===== config.mk =====
export PLATFORM = sky130hd
export DESIGN_NAME = fibonacci_index
export DESIGN_NICKNAME = d
export VERILOG_FILES = /design/src/rtl/fibonacci_pkg.sv /design/src/rtl/fibonacci_index.sv
export SDC_FILE = /design/constraint.sdc
export NUM_CORES = 1
export LEC_CHECK = 0
export BUFFER_PORTS_ARGS = -buffer_cell sky130_fd_sc_hd__buf_2
export CORE_MARGIN = 4
export CORE_UTILIZATION = 40
export CTS_BUF_LIST = sky130_fd_sc_hd__clkbuf_8
export DETAILED_ROUTE_END_ITERATION = 8
export PLACE_DENSITY = 0.59
export SYNTH_ARGS = -nofsm -noshare
export SYNTH_HDL_FRONTEND = slang
export SYNTH_SLANG_ARGS = --single-unit

===== constraint.sdc =====
create_clock -name clk -period 4.7 [get_ports clk]
set_input_delay 0.94 -clock clk [delete_from_list [all_inputs] [get_ports clk]]
set_output_delay 0.94 -clock clk [all_outputs]
set_load 0.02 [all_outputs]

===== src/rtl/fibonacci_pkg.sv =====
// fibonacci_pkg
// Shared widths and state encoding for the Fibonacci forward/inverse blocks.
//   FIB_W       : data width of values and results (16)
//   FIB_ACC_W   : accumulator width, wide enough that F(26) cannot wrap (17)
//   FIB_IDX_W   : index counter width, holds 0..25 (5)
//   FIB_MAX_IDX : largest index whose term fits in FIB_W bits (24)
//   fib_inv_state_t : FSM states of fibonacci_index
package fibonacci_pkg;

  localparam int unsigned FIB_W       = 16;
  localparam int unsigned FIB_ACC_W   = 17;
  localparam int unsigned FIB_IDX_W   = 5;
  localparam int unsigned FIB_MAX_IDX = 24;

  typedef enum logic [1:0] {
    StIdle   = 2'd0,
    StSearch = 2'd1,
    StDone   = 2'd2
  } fib_inv_state_t;

endpackage


===== src/rtl/fibonacci_index.sv =====
// fibonacci_index
// Inverse Fibonacci: walks F(0), F(1), ... one term per clock until the term equals or
// exceeds the captured target, then reports the index and whether the value was a term.
//
// Ports:
//   clk   : clock, rising edge
//   reset : synchronous, active-high; aborts any search with no result
//   din   : value to invert, sampled only on an accepted start
//   start : one-cycle request; accepted in idle or done, ignored while searching
//   dout  : resulting index, zero-extended (0..24)
//   done  : high while the result is valid, until the next accepted start
//   found : 1 when din is a Fibonacci number, valid while done=1
//
// Configuration macro FIB_INV_FLOOR_EN:
//   defined   -> on not-found, dout is the largest index with F(index) < din
//   undefined -> on not-found, dout is 0
module fibonacci_index
  import fibonacci_pkg::*;
#(
  parameter int unsigned DATA_W = FIB_W
) (
  input  logic              clk,
  input  logic              reset,
  input  logic [DATA_W-1:0] din,
  input  logic              start,
  output logic [DATA_W-1:0] dout,
  output logic              done,
  output logic              found
);

  fib_inv_state_t         r_state;
  logic [DATA_W-1:0]      r_tgt;
  logic [FIB_ACC_W-1:0]   r_a;      // F(r_n)
  logic [FIB_ACC_W-1:0]   r_b;      // F(r_n + 1)
  logic [FIB_IDX_W-1:0]   r_n;
  logic [DATA_W-1:0]      r_dout;
  logic                   r_done;
  logic                   r_found;

  logic [FIB_ACC_W-1:0]   w_tgt_ext;
  logic [FIB_ACC_W-1:0]   w_sum;
  logic                   w_hit;
  logic                   w_over;
  logic [DATA_W-1:0]      w_n_ext;
  logic [DATA_W-1:0]      w_miss_idx;

  assign w_tgt_ext = FIB_ACC_W'(r_tgt);
  assign w_sum     = r_a + r_b;
  assign w_hit     = (r_a == w_tgt_ext);
  assign w_over    = (r_a > w_tgt_ext);
  assign w_n_ext   = DATA_W'(r_n);

`ifdef FIB_INV_FLOOR_EN
  // Overshoot only happens once r_n >= 1 (F(0)=0 never exceeds a target), so no underflow.
  assign w_miss_idx = w_n_ext - DATA_W'(1);
`else
  assign w_miss_idx = '0;
`endif

  always_ff @(posedge clk) begin
    if (reset) begin
      r_state <= StIdle;
      r_tgt   <= '0;
      r_a     <= '0;
      r_b     <= '0;
      r_n     <= '0;
      r_dout  <= '0;
      r_done  <= 1'b0;
      r_found <= 1'b0;
    end else begin
      unique case (r_state)
        StIdle, StDone: begin
          if (start) begin
            r_tgt   <= din;
            r_a     <= '0;
            r_b     <= FIB_ACC_W'(1);
            r_n     <= '0;
            r_done  <= 1'b0;
            r_found <= 1'b0;
            r_state <= StSearch;
          end
        end
        StSearch: begin
          if (w_hit) begin
            r_dout  <= w_n_ext;
            r_found <= 1'b1;
            r_done  <= 1'b1;
            r_state <= StDone;
          end else if (w_over) begin
            r_dout  <= w_miss_idx;
            r_found <= 1'b0;
            r_done  <= 1'b1;
            r_state <= StDone;
          end else begin
            r_a <= r_b;
            r_b <= w_sum;
            r_n <= r_n + FIB_IDX_W'(1);
          end
        end
        default: r_state <= StIdle;
      endcase
    end
  end

  assign dout  = r_dout;
  assign done  = r_done;
  assign found = r_found;

  // Any reported index must fit the sequence range representable in DATA_W bits.
  assert property (@(posedge clk) disable iff (reset)
                   r_done |-> (r_dout <= DATA_W'(FIB_MAX_IDX)));

endmodule


==> results of run 1 <==
[stage by stage]
stage                util  std cells  power (mW)  setup slack (ps)
floorplan               -        458       0.703              2310
global placement    0.430        560       0.730              1640
detailed placement  0.430        560       0.733              1570
CTS                 0.456        576        1.27              1550
global route        0.456        576        1.32              1340
finish              0.456        576        1.25              1530
[registers in the layout (all words and copies together), names as in the netlist]
register,count
r_a,17
r_b,17
r_tgt,16
dout,5
r_n,5
r_state,2
done,1
found,1
[area by class of cell]
class / instances / area [sq um]
clock buffer: 10 / 138
clock inverter: 6 / 85.1
fill: 877 / 4770
inverter: 21 / 78.8
multi-input combinational: 340 / 2140
sequential: 64 / 1280
tap: 108 / 135
timing repair buffer: 27 / 140
[path summary, 6_finish.rpt]
check                                 to  startpoint  cells after the start
worst min-delay path            r_tgt[6]    r_tgt[6]                      2
worst max-delay path             r_b[16]   r_tgt[14]                      9
worst min register to register  r_tgt[6]    r_tgt[6]                      2
worst max register to register   r_b[16]   r_tgt[14]                      9
[routing by layer]
metal | vias up | track usage
li1 | 1574 | -
met1 | 1412 | 0.205
met2 | 43 | 0.247
met3 | 12 | 0.0355
met4 | 0 | 0.0757
met5 | - | 0
[cells in the final DEF, fill, tap and decap left out, drive strengths merged, types with 3 or more instances in the layout]
cell,count
nand4,3
xor2,10
buf,27
dfxtp,64
o211ai,3
nand2,73
or3,9
a21o,11
ha,33
nor2,13
nand3b,4
nor3,10
conb,11
o22ai,3
a211oi,3
xnor2,5
a22o,6
nand3,30
inv,23
nand2b,5
and2,3
clkbuf,10
o21ai,9
and3,4
nor2b,3
a21oi,64
[report_power, final]
part,total (mW),switching (mW),internal (mW)
Clock,0.533,0.222,0.311
Combinational,0.153,0.110,0.0436
Sequential,0.566,0.00897,0.557
[cell families (layout without fill, tap and decap cells)]
family / after synthesis / in the layout / share of synthesized area
AOI/OAI and AO/OA: 112 / 112 / 0.194
xor gates and xnor gates: 15 / 15 / 0.0361
buffers and inverters: 54 / 64 / 0.0702
muxes: 1 / 1 / 0.00275
DFF: 64 / 64 / 0.352
and+or+nand+nor: 167 / 167 / 0.224
adders and majority gates: 34 / 34 / 0.119
other: 1 / 11 / 0.00103
[worst reg2reg max path, cell delays in order, from the launching register on]
cell       delay (ps)
dfxtp_1           330
inv_1              50
ha_1              300
and4b_1           210
a22o_1            230
a2111oi_4         400
and2b_4           260
nand2_1           560
or4_1             700
nand3_1            80
==> out/summary.txt, run 1 <==
Final Instance Area - 0.00400 sq mm
WL final - 7.77 mm
Starting density of the core - 0.415
Top layer in use - met4
Critical path buffer and inverter count - 1
Max-slew violation count - 0
Buffers added on ports - 25
Vias - 3041
Worst skew pair latency - 340 ps
CP startpoint kind - register
Initial antenna violation count - 0
Die width - 103 um
Period utilization - 0.674
H-tree level count - 3
R2R Setup Slk - 1530 ps
Metal3 WL - 267 um
Diode count - 0
F_max - 316 MHz
Overflow after GRT - 0
Cell with the most instances after synthesis - nand2_1
Seq/Total Area, Yosys - 0.352
Max cap viols - 0
HP Class - reg2reg
RSZ-0062 raised after global routing - no
Synth Register Bits - 64
Slowest cell delay on critical path - 690 ps
P per Cell Area - 314 mW/mm^2
First-pass GRT wire length - 13.2 mm
Crit path max-delay family - simple AND/OR/NAND/NOR gates
Leakage power - 1.65 nW
Ys flop type - dfxtp_1
Remaining DRCs - 0
GP Congestion - 0.850
Post-synth top area share - 0.352
Critical-path maximum fanout - 25
M1 wire length - 3.84 mm
Tot GR Track Use - 0.158
Fin crit period - 3170 ps
Distinct cells, synth - 54
Worst Tran Pin Value - 938 ps
CP Cell Sequence - inv_1 -> ha_1 -> and4b_1 -> a22o_1 -> a2111oi_4 -> and2b_4 -> nand2_1 -> or4_1 -> nand3_1
Core area - 0.00876 sq mm
Area Growth Syn to Fin - 9.88%
Largest net degree at the start of global routing - 37
Post-synth EDFFs - 0
Setup Fix Bufs, Post-CTS - 0
Ys Warns - 0
Req. time, crit path - 4990 ps
WL/cell - 13.5 um
Syn Area/Cell - 8.12 sq um
Vias/cell - 5.28
Die Ht - 103 um
Root Driver - clkbuf_8
Hold_ws - 457 ps
Setup TNS - 0 ps
# setup viols final - 0
IO Pins - 37
Area post-placement - 0.00377 sq mm
Synth Instances - 448
Post-synth top cells - nand2_1 (73), dfxtp_1 (64), a21oi_1 (63)
Status - finished, final reports clean
CTS Buf Count - 9
Core Rows - 34
Ys async rst share - 0
Post-DP HPWL - 5.41 mm
Clk slew on worst S/H paths - 70 ps
Proportion of layout cells with a drive suffix above 1 - 0.120
CP Class - reg2reg
Slowest cell on the critical path - or4_1
Final hold viol count - 0
CP arrival - 3450 ps
Met2 WL - 3.52 mm
Clock skew - 8.28 ps
Layout net count - 516
Top cells by area, synth - dfxtp_1 (35%), ha_1 (11%), a21oi_1 (8.7%), nand2_1 (7.5%), nand3_1 (4.1%)
Mapped cell area - 0.00364 sq mm
Slew HR - 0.373
Clk buf depth - 2
Biggest area consumer among synthesized cells - dfxtp_1
Clk sinks - 64
Cts repair resizes - 0
Vias in the first global route - 2840
Die ar. - 0.0107 sq mm
CTS tree - done
DR pass1 iterations - 4
Number of nets still failing antenna checks after routing - 0
CP endpoint kind - register
1st-iter DRT viols - 101
Worst vdd ir - 0.138 mV
CTS Hold Bufs - 0
No activity file was read; power rests on OpenSTA's default activity.
==> run 2, diff against run 1 <==
Settings changed: ABC_AREA set to 1, PLACE_DENSITY 0.59 to 0.61.
Clock period 4.7 ns to 2.6 ns, I/O delays scaled along.
==> run 2 against run 1 <==
Synthesized cell count grew 31%. Via count increased by 20%. Die area up 8.6%. Cell area rose by 10%. Sequential share of layout area fell by 2.9 points. Total power rose by 100%. Critical endpoint is now r_b[4]. Largest power group unchanged.
==> out/summary.txt, run 2 <==
Status - finished, final reports clean
Leakage power - 2.07 nW (+26%)
Layout net count - 660 (+28%)
# setup viols final - 0 (unchanged)
WL/cell - 12.6 um (-6.6%)
Clk slew on worst S/H paths - 80 ps (about the same)
Number of nets still failing antenna checks after routing - 0 (unchanged)
Seq/Total Area, Yosys - 0.322 (-0.0302)
Ys flop type - dfxtp_1
DR pass1 iterations - 8 (+4)
Die Ht - 108 um (+4.2%)
Area of the multi-input gates - 0.00226 sq mm (+5.7%)
Reg2reg end - r_b[4]
CTS Buf Count - 9 (unchanged)
Most frequent cells in the layout - nand2_1 (129), inv_1 (70), dfxtp_1 (64)
Die width - 108 um (+4.2%)
Vias/cell - 4.88 (-7.5%)
Vias in the first global route - 3359 (+18%)
Top Registers - r_a x17, r_b x17, r_tgt x16
Core Rows - 36 (+5.9%)
Ys async rst share - 0 (unchanged)
Setup TNS - 0 ps (unchanged)
Synth Instances - 585 (+31%)
RSZ-0062 raised after global routing - no
Remaining DRCs - 0 (unchanged)
Top cells by area, synth - dfxtp_1 (32%), nand2_1 (12%), ha_1 (10%), a21oi_1 (7.9%), nand3_1 (7.7%)
Distinct cells, synth - 33 (-39%)
IO Pins - 37 (unchanged)
R2R depth - 11 (+2)
Final hold viol count - 0 (unchanged)
Worst skew pair latency - 330 ps (about the same)
P per Cell Area - 577 mW/mm^2 (+84%)
R2r startpoint - r_a[8]
F_max - 441 MHz (+40%)
Clk sinks - 64 (unchanged)
Hold Path Depth - 3 (+1)
Setup Fix Bufs, Post-CTS - 0 (unchanged)
Period utilization - 0.873 (+0.199)
Mapped cell area - 0.00398 sq mm (+9.4%)
# fillers - 1021 (+16%)
Largest net degree at the start of global routing - 37 (unchanged)
CTS Hold Bufs - 0 (unchanged)
HP Start - din[0]
Tot GR Track Use - 0.171 (+0.0126)
WL final - 9.39 mm (+21%)
Req. time, crit path - 2860 ps (-2130 ps)
HP Class - in2reg
Clk buf depth - 2 (unchanged)
Vias - 3637 (+20%)
GP Congestion - 0.853 (+0.33%)
Hold_ws - 407 ps (-50.9 ps)
Biggest area consumer among synthesized cells - dfxtp_1
Syn Area/Cell - 6.80 sq um (-16%)
Diode count - 0 (unchanged)
CTS tree - done
Most common cell after layout, fill and taps aside - nand2_1
Overflow after GRT - 0 (unchanged)
Total power draw - 2.54 mW (+100%)
Ys Warns - 0 (unchanged)
Post-synth top area share - 0.322 (-0.0302)
Max-slew violation count - 0 (unchanged)
CP arrival - 2530 ps (-920 ps)
Cts repair resizes - 0 (unchanged)
Clock skew - 10.6 ps (+2.30 ps)
CP endpoint kind - register
Initial antenna violation count - 0 (unchanged)
Die ar. - 0.0116 sq mm (+8.6%)
Register Area - 0.00128 sq mm (unchanged)
Critical-path maximum fanout - 17 (-32%)
Area Growth Syn to Fin - 10.6%
Buffers added on ports - 25 (unchanged)
Fin crit period - 2270 ps (-899 ps)
Worst Tran Pin Value - 829 ps (-109 ps)
Synth Register Bits - 64 (unchanged)
Cell with the most instances after synthesis - nand2_1
H-tree level count - 3 (unchanged)
Hold-critical path endpoint - r_tgt[0]
Worst vdd ir - 0.237 mV (+72%)
CP startpoint kind - register
1st-iter DRT viols - 299 (+200%)
Slew HR - 0.447 (+0.0735)
Proportion of layout cells with a drive suffix above 1 - 0.123 (+0.00289)
Util after Layout - 0.452 (-0.00385)
R2R Setup Slk - 330 ps (-1200 ps)
Post-DP HPWL - 6.89 mm (+27%)
Post-synth top cells - nand2_1 (129), inv_1 (69), dfxtp_1 (64)
Post-synth EDFFs - 0 (unchanged)
Core area - 0.00973 sq mm (+11%)
Starting density of the core - 0.409 (-0.00621)
CP Class - reg2reg
Max cap viols - 0 (unchanged)
Root Driver - clkbuf_8
First-pass GRT wire length - 15.9 mm (+20%)
## run 2: cell types whose count changed in the layout (fill, tap and decap cells not counted), sizes merged, moves of 9 or more
cell	change
inv	+53
or3	-9
o21ai	+24
a21o	-10
nor2	+48
nand2	+64
nand3	+32
## run 2: worst max path at each step
stage	startpoint	end	slack, ps	cells past startpoint
after floorplan	r_a[0]	r_b[16]	850	13
after global placement	r_a[8]	r_b[4]	420	11
after detailed placement	r_a[8]	r_b[8]	370	11
after CTS	r_tgt[4]	r_b[4]	340	12
after global routing	r_tgt[6]	r_b[6]	80	12
final	r_a[8]	r_b[4]	330	11
## run 2: power by group
part,leakage [nW],total [mW],internal [mW],switching [mW]
Sequential,0.523,1.08,1.04,0.0402
Combinational,1.44,0.469,0.147,0.323
Clock,0.117,0.990,0.591,0.398
Total,2.07,2.54,1.78,0.762
## run 2: logic make-up (layout without fill, tap and decap cells)
kind of cell,after synthesis,in the layout,synth area share
compound gates,101,101,0.131
buf+inv,106,123,0.119
simple gates,272,272,0.302
xor+xnor,7,7,0.0154
fa+ha+maj,34,34,0.109
flops,64,64,0.322
other cells,1,11,0.000943
## run 2: area by class of cell
| cell class | instances | area share |
|---|---|---|
| Inverter | 75 | 0.0640 |
| Tap cell | 133 | 0.0378 |
| Timing Repair Buffer | 32 | 0.0404 |
| Multi-Input combinational cell | 425 | 0.514 |
| Clock inverter | 5 | 0.0182 |
| Sequential cell | 64 | 0.291 |
| Clock buffer | 11 | 0.0344 |
## run 2: through the flow
| stage | setup slack, ps | cell area [sq um] | std cells |
|---|---|---|---|
| after floorplan | 853 | 4010 | 595 |
| after global placement | 425 | 4170 | 729 |
| after detailed placement | 372 | 4170 | 729 |
| after CTS | 342 | 4400 | 745 |
| after global routing | 84.7 | 4400 | 745 |
| final | 331 | 4400 | 745 |
## run 2: layer usage
layer	vias to the layer above	global-route usage	part of all wire
met3	7	0.0258	0.035
met1	1644	0.232	0.49
met2	77	0.275	0.46
met4	0	0.0577	0.010
li1	1909	-	-
met5	-	0	0
## run 2: worst max-delay path, stage by stage, from the launching register on
cell and delay (ps):
dfxtp_1 360, ha_1 310, nand2_1 80, nor2_1 140
nand3_1 170, nor2_4 200, nor2_2 70, nand3_2 250
nand2_4 210, inv_2 200, nor2_1 60, nor2_1 130
==> run 3, diff against run 2 <==
Settings changed: BUFFER_PORTS_ARGS -buffer_cell sky130_fd_sc_hd__buf_2 to -buffer_cell sky130_fd_sc_hd__clkbuf_2.
==> run 3 against run 2 <==
Maximum frequency grew 0.25%. Global-route usage grew 0.35 points. Via count shrank 0.52%. Setup slack gained 5.6 ps. Flip-flop and latch count is the same. Combinational power shrank 0.9%. Hold slack gained 1.9 ps. Sequential power is essentially flat. Largest power group unchanged. Highest routed layer unchanged.
==> out/summary.txt, run 3 (synthesized netlist as in run 2, its figures left out) <==
Status - finished, final reports clean
Buffers added on ports - 25 (unchanged)
# setup viols final - 0 (unchanged)
HP Start - din[0]
Core Rows - 36 (unchanged)
H-tree level count - 3 (unchanged)
Starting density of the core - 0.409 (unchanged)
DR pass1 iterations - 4 (-4)
# fillers - 1037 (+1.6%)
Vias - 3618 (-0.52%)
WL final - 9.45 mm (+0.68%)
Initial antenna violation count - 0 (unchanged)
Largest net degree at the start of global routing - 37 (unchanged)
Max-slew violation count - 0 (unchanged)
R2r startpoint - r_a[8]
Worst path most repeated cell - nor2_1
CTS tree - done
Post-DP HPWL - 7.06 mm (+2.4%)
GP Congestion - 0.861 (+0.88%)
First-pass GRT wire length - 16.3 mm (+2.6%)
Die width - 108 um (unchanged)
Crit path max-delay family - simple AND/OR/NAND/NOR gates
Worst skew pair latency - 340 ps (about the same)
Leakage power - 2.05 nW (-1.1%)
Number of nets still failing antenna checks after routing - 0 (unchanged)
Area Growth Syn to Fin - 9.79%
CP arrival - 2490 ps (-40 ps)
CP startpoint - r_a[8]
Max cap viols - 0 (unchanged)
Worst vdd ir - 0.234 mV (-1.3%)
Die Ht - 108 um (unchanged)
CP startpoint kind - register
CTS Hold Bufs - 0 (unchanged)
Top Registers - r_a x17, r_b x17, r_tgt x16
Critical-path maximum fanout - 17 (unchanged)
Critical path buffer and inverter count - 1 (unchanged)
Slowest cell on the critical path - dfxtp_1
Remaining DRCs - 0 (unchanged)
RSZ-0062 raised after global routing - no
F_max - 442 MHz (+0.25%)
Most common cell after layout, fill and taps aside - nand2_1
Hold_ws - 408 ps (+1.90 ps)
Layout net count - 659 (-0.15%)
Clock skew - 5.48 ps (-5.10 ps)
Most frequent cells in the layout - nand2_1 (129), inv_1 (69), dfxtp_1 (64)
Proportion of layout cells with a drive suffix above 1 - 0.123 (+0.000201)
Fin crit period - 2260 ps (-5.62 ps)
Slowest cell delay on critical path - 420 ps (+60 ps)
Diode count - 0 (unchanged)
CTS Buf Count - 9 (unchanged)
Tot GR Track Use - 0.174 (+0.00354)
Die ar. - 0.0116 sq mm (unchanged)
CP endpoint kind - register
Overflow after GRT - 0 (unchanged)
Clk buf depth - 2 (unchanged)
Period utilization - 0.871 (-0.00216)
Vias/cell - 4.86 (-0.39%)
P per Cell Area - 558 mW/mm^2 (-3.3%)
Cts repair resizes - 0 (unchanged)
Clk sinks - 64 (unchanged)
Final hold viol count - 0 (unchanged)
Vias in the first global route - 3433 (+2.2%)
CP Class - reg2reg
CP Cell Sequence - ha_1 -> nand2_1 -> nor2_1 -> nand3_1 -> nor2_4 -> nor2_2 -> nand3_2 -> nand2_4 -> inv_2 -> nor2_1 -> nor2_1
Setup Fix Bufs, Post-CTS - 0 (unchanged)
HP Class - in2reg
Setup TNS - 0 ps (unchanged)
Req. time, crit path - 2830 ps (-30 ps)
Root Driver - clkbuf_8
WL/cell - 12.7 um (+0.82%)
1st-iter DRT viols - 213 (-29%)
R2R Setup Slk - 340 ps (about the same)
Worst Tran Pin Value - 587 ps (-242 ps)
Slew HR - 0.608 (+0.162)
Clk slew on worst S/H paths - 70 ps (about the same)
IO Pins - 37 (unchanged)
Core area - 0.00973 sq mm (unchanged)
run 3: changes by cell type in the layout (fill, tap and decap cells not counted):
cell / change
buf_2: -25
clkbuf_2: +25
clkinv_2: +2
buf_4: -1
bufinv_16: -1
clkinv_4: -1
clkinvlp_4: +1
inv_1: -1
run 3: metal layers:
| metal | wire length, um | vias up | global-route usage | part of all wire |
|---|---|---|---|---|
| li1 | - | 1904 | - | - |
| met2 | 4400 | 74 | 0.293 | 0.47 |
| met4 | 52 | 0 | 0.0496 | 0.0055 |
| met5 | 0 | - | 0 | 0 |
| met3 | 445 | 2 | 0.0270 | 0.047 |
| met1 | 4550 | 1638 | 0.230 | 0.48 |
run 3: area by class of cell:
| class | instances | area (sq um) | share of cell area |
|---|---|---|---|
| multi-input cells | 425 | 2260 | 0.518 |
| flip-flops and latches | 64 | 1280 | 0.293 |
| inverters | 75 | 282 | 0.0645 |
| repair buffers | 31 | 170 | 0.0390 |
| well taps | 133 | 166 | 0.0381 |
| clock buffers | 11 | 151 | 0.0347 |
| clock inverters | 5 | 55.1 | 0.0126 |
run 3: stage by stage:
step           power [mW]  worst slack, ps  std cells   util  cell area (sq um)
2_1_floorplan        1.48              853        595      -               4010
3_3_place_gp         1.56              430        728  0.427               4160
6_report             2.44              337        744  0.449               4370
5_1_grt              2.57              102        744  0.449               4370
4_1_cts              2.46              354        744  0.449               4370
3_5_place_dp         1.57              369        728  0.427               4160
run 3: worst paths after layout:
check	cells past startpoint	endpoint
hold reg to reg	2	r_tgt[4]
setup reg to reg	11	r_n[0]
hold / removal	3	r_tgt[0]
setup / recovery	11	r_n[0]
run 3: where the power goes:
group / leakage [nW] / switching, mW / internal, mW
Sequential: 0.523 / 0.0414 / 1.04
Clock: 0.101 / 0.399 / 0.492
Combinational: 1.43 / 0.320 / 0.145
run 3: worst reg2reg max path, cell delays in order (launching register included):
cell,delay [ps]
dfxtp_1,420
ha_1,280
nand2_1,120
nor2_1,60
nand3_1,140
nor2_4,80
nor2_2,130
nand3_2,310
nand2_4,310
inv_2,140
nor2_1,110
nor2_1,60
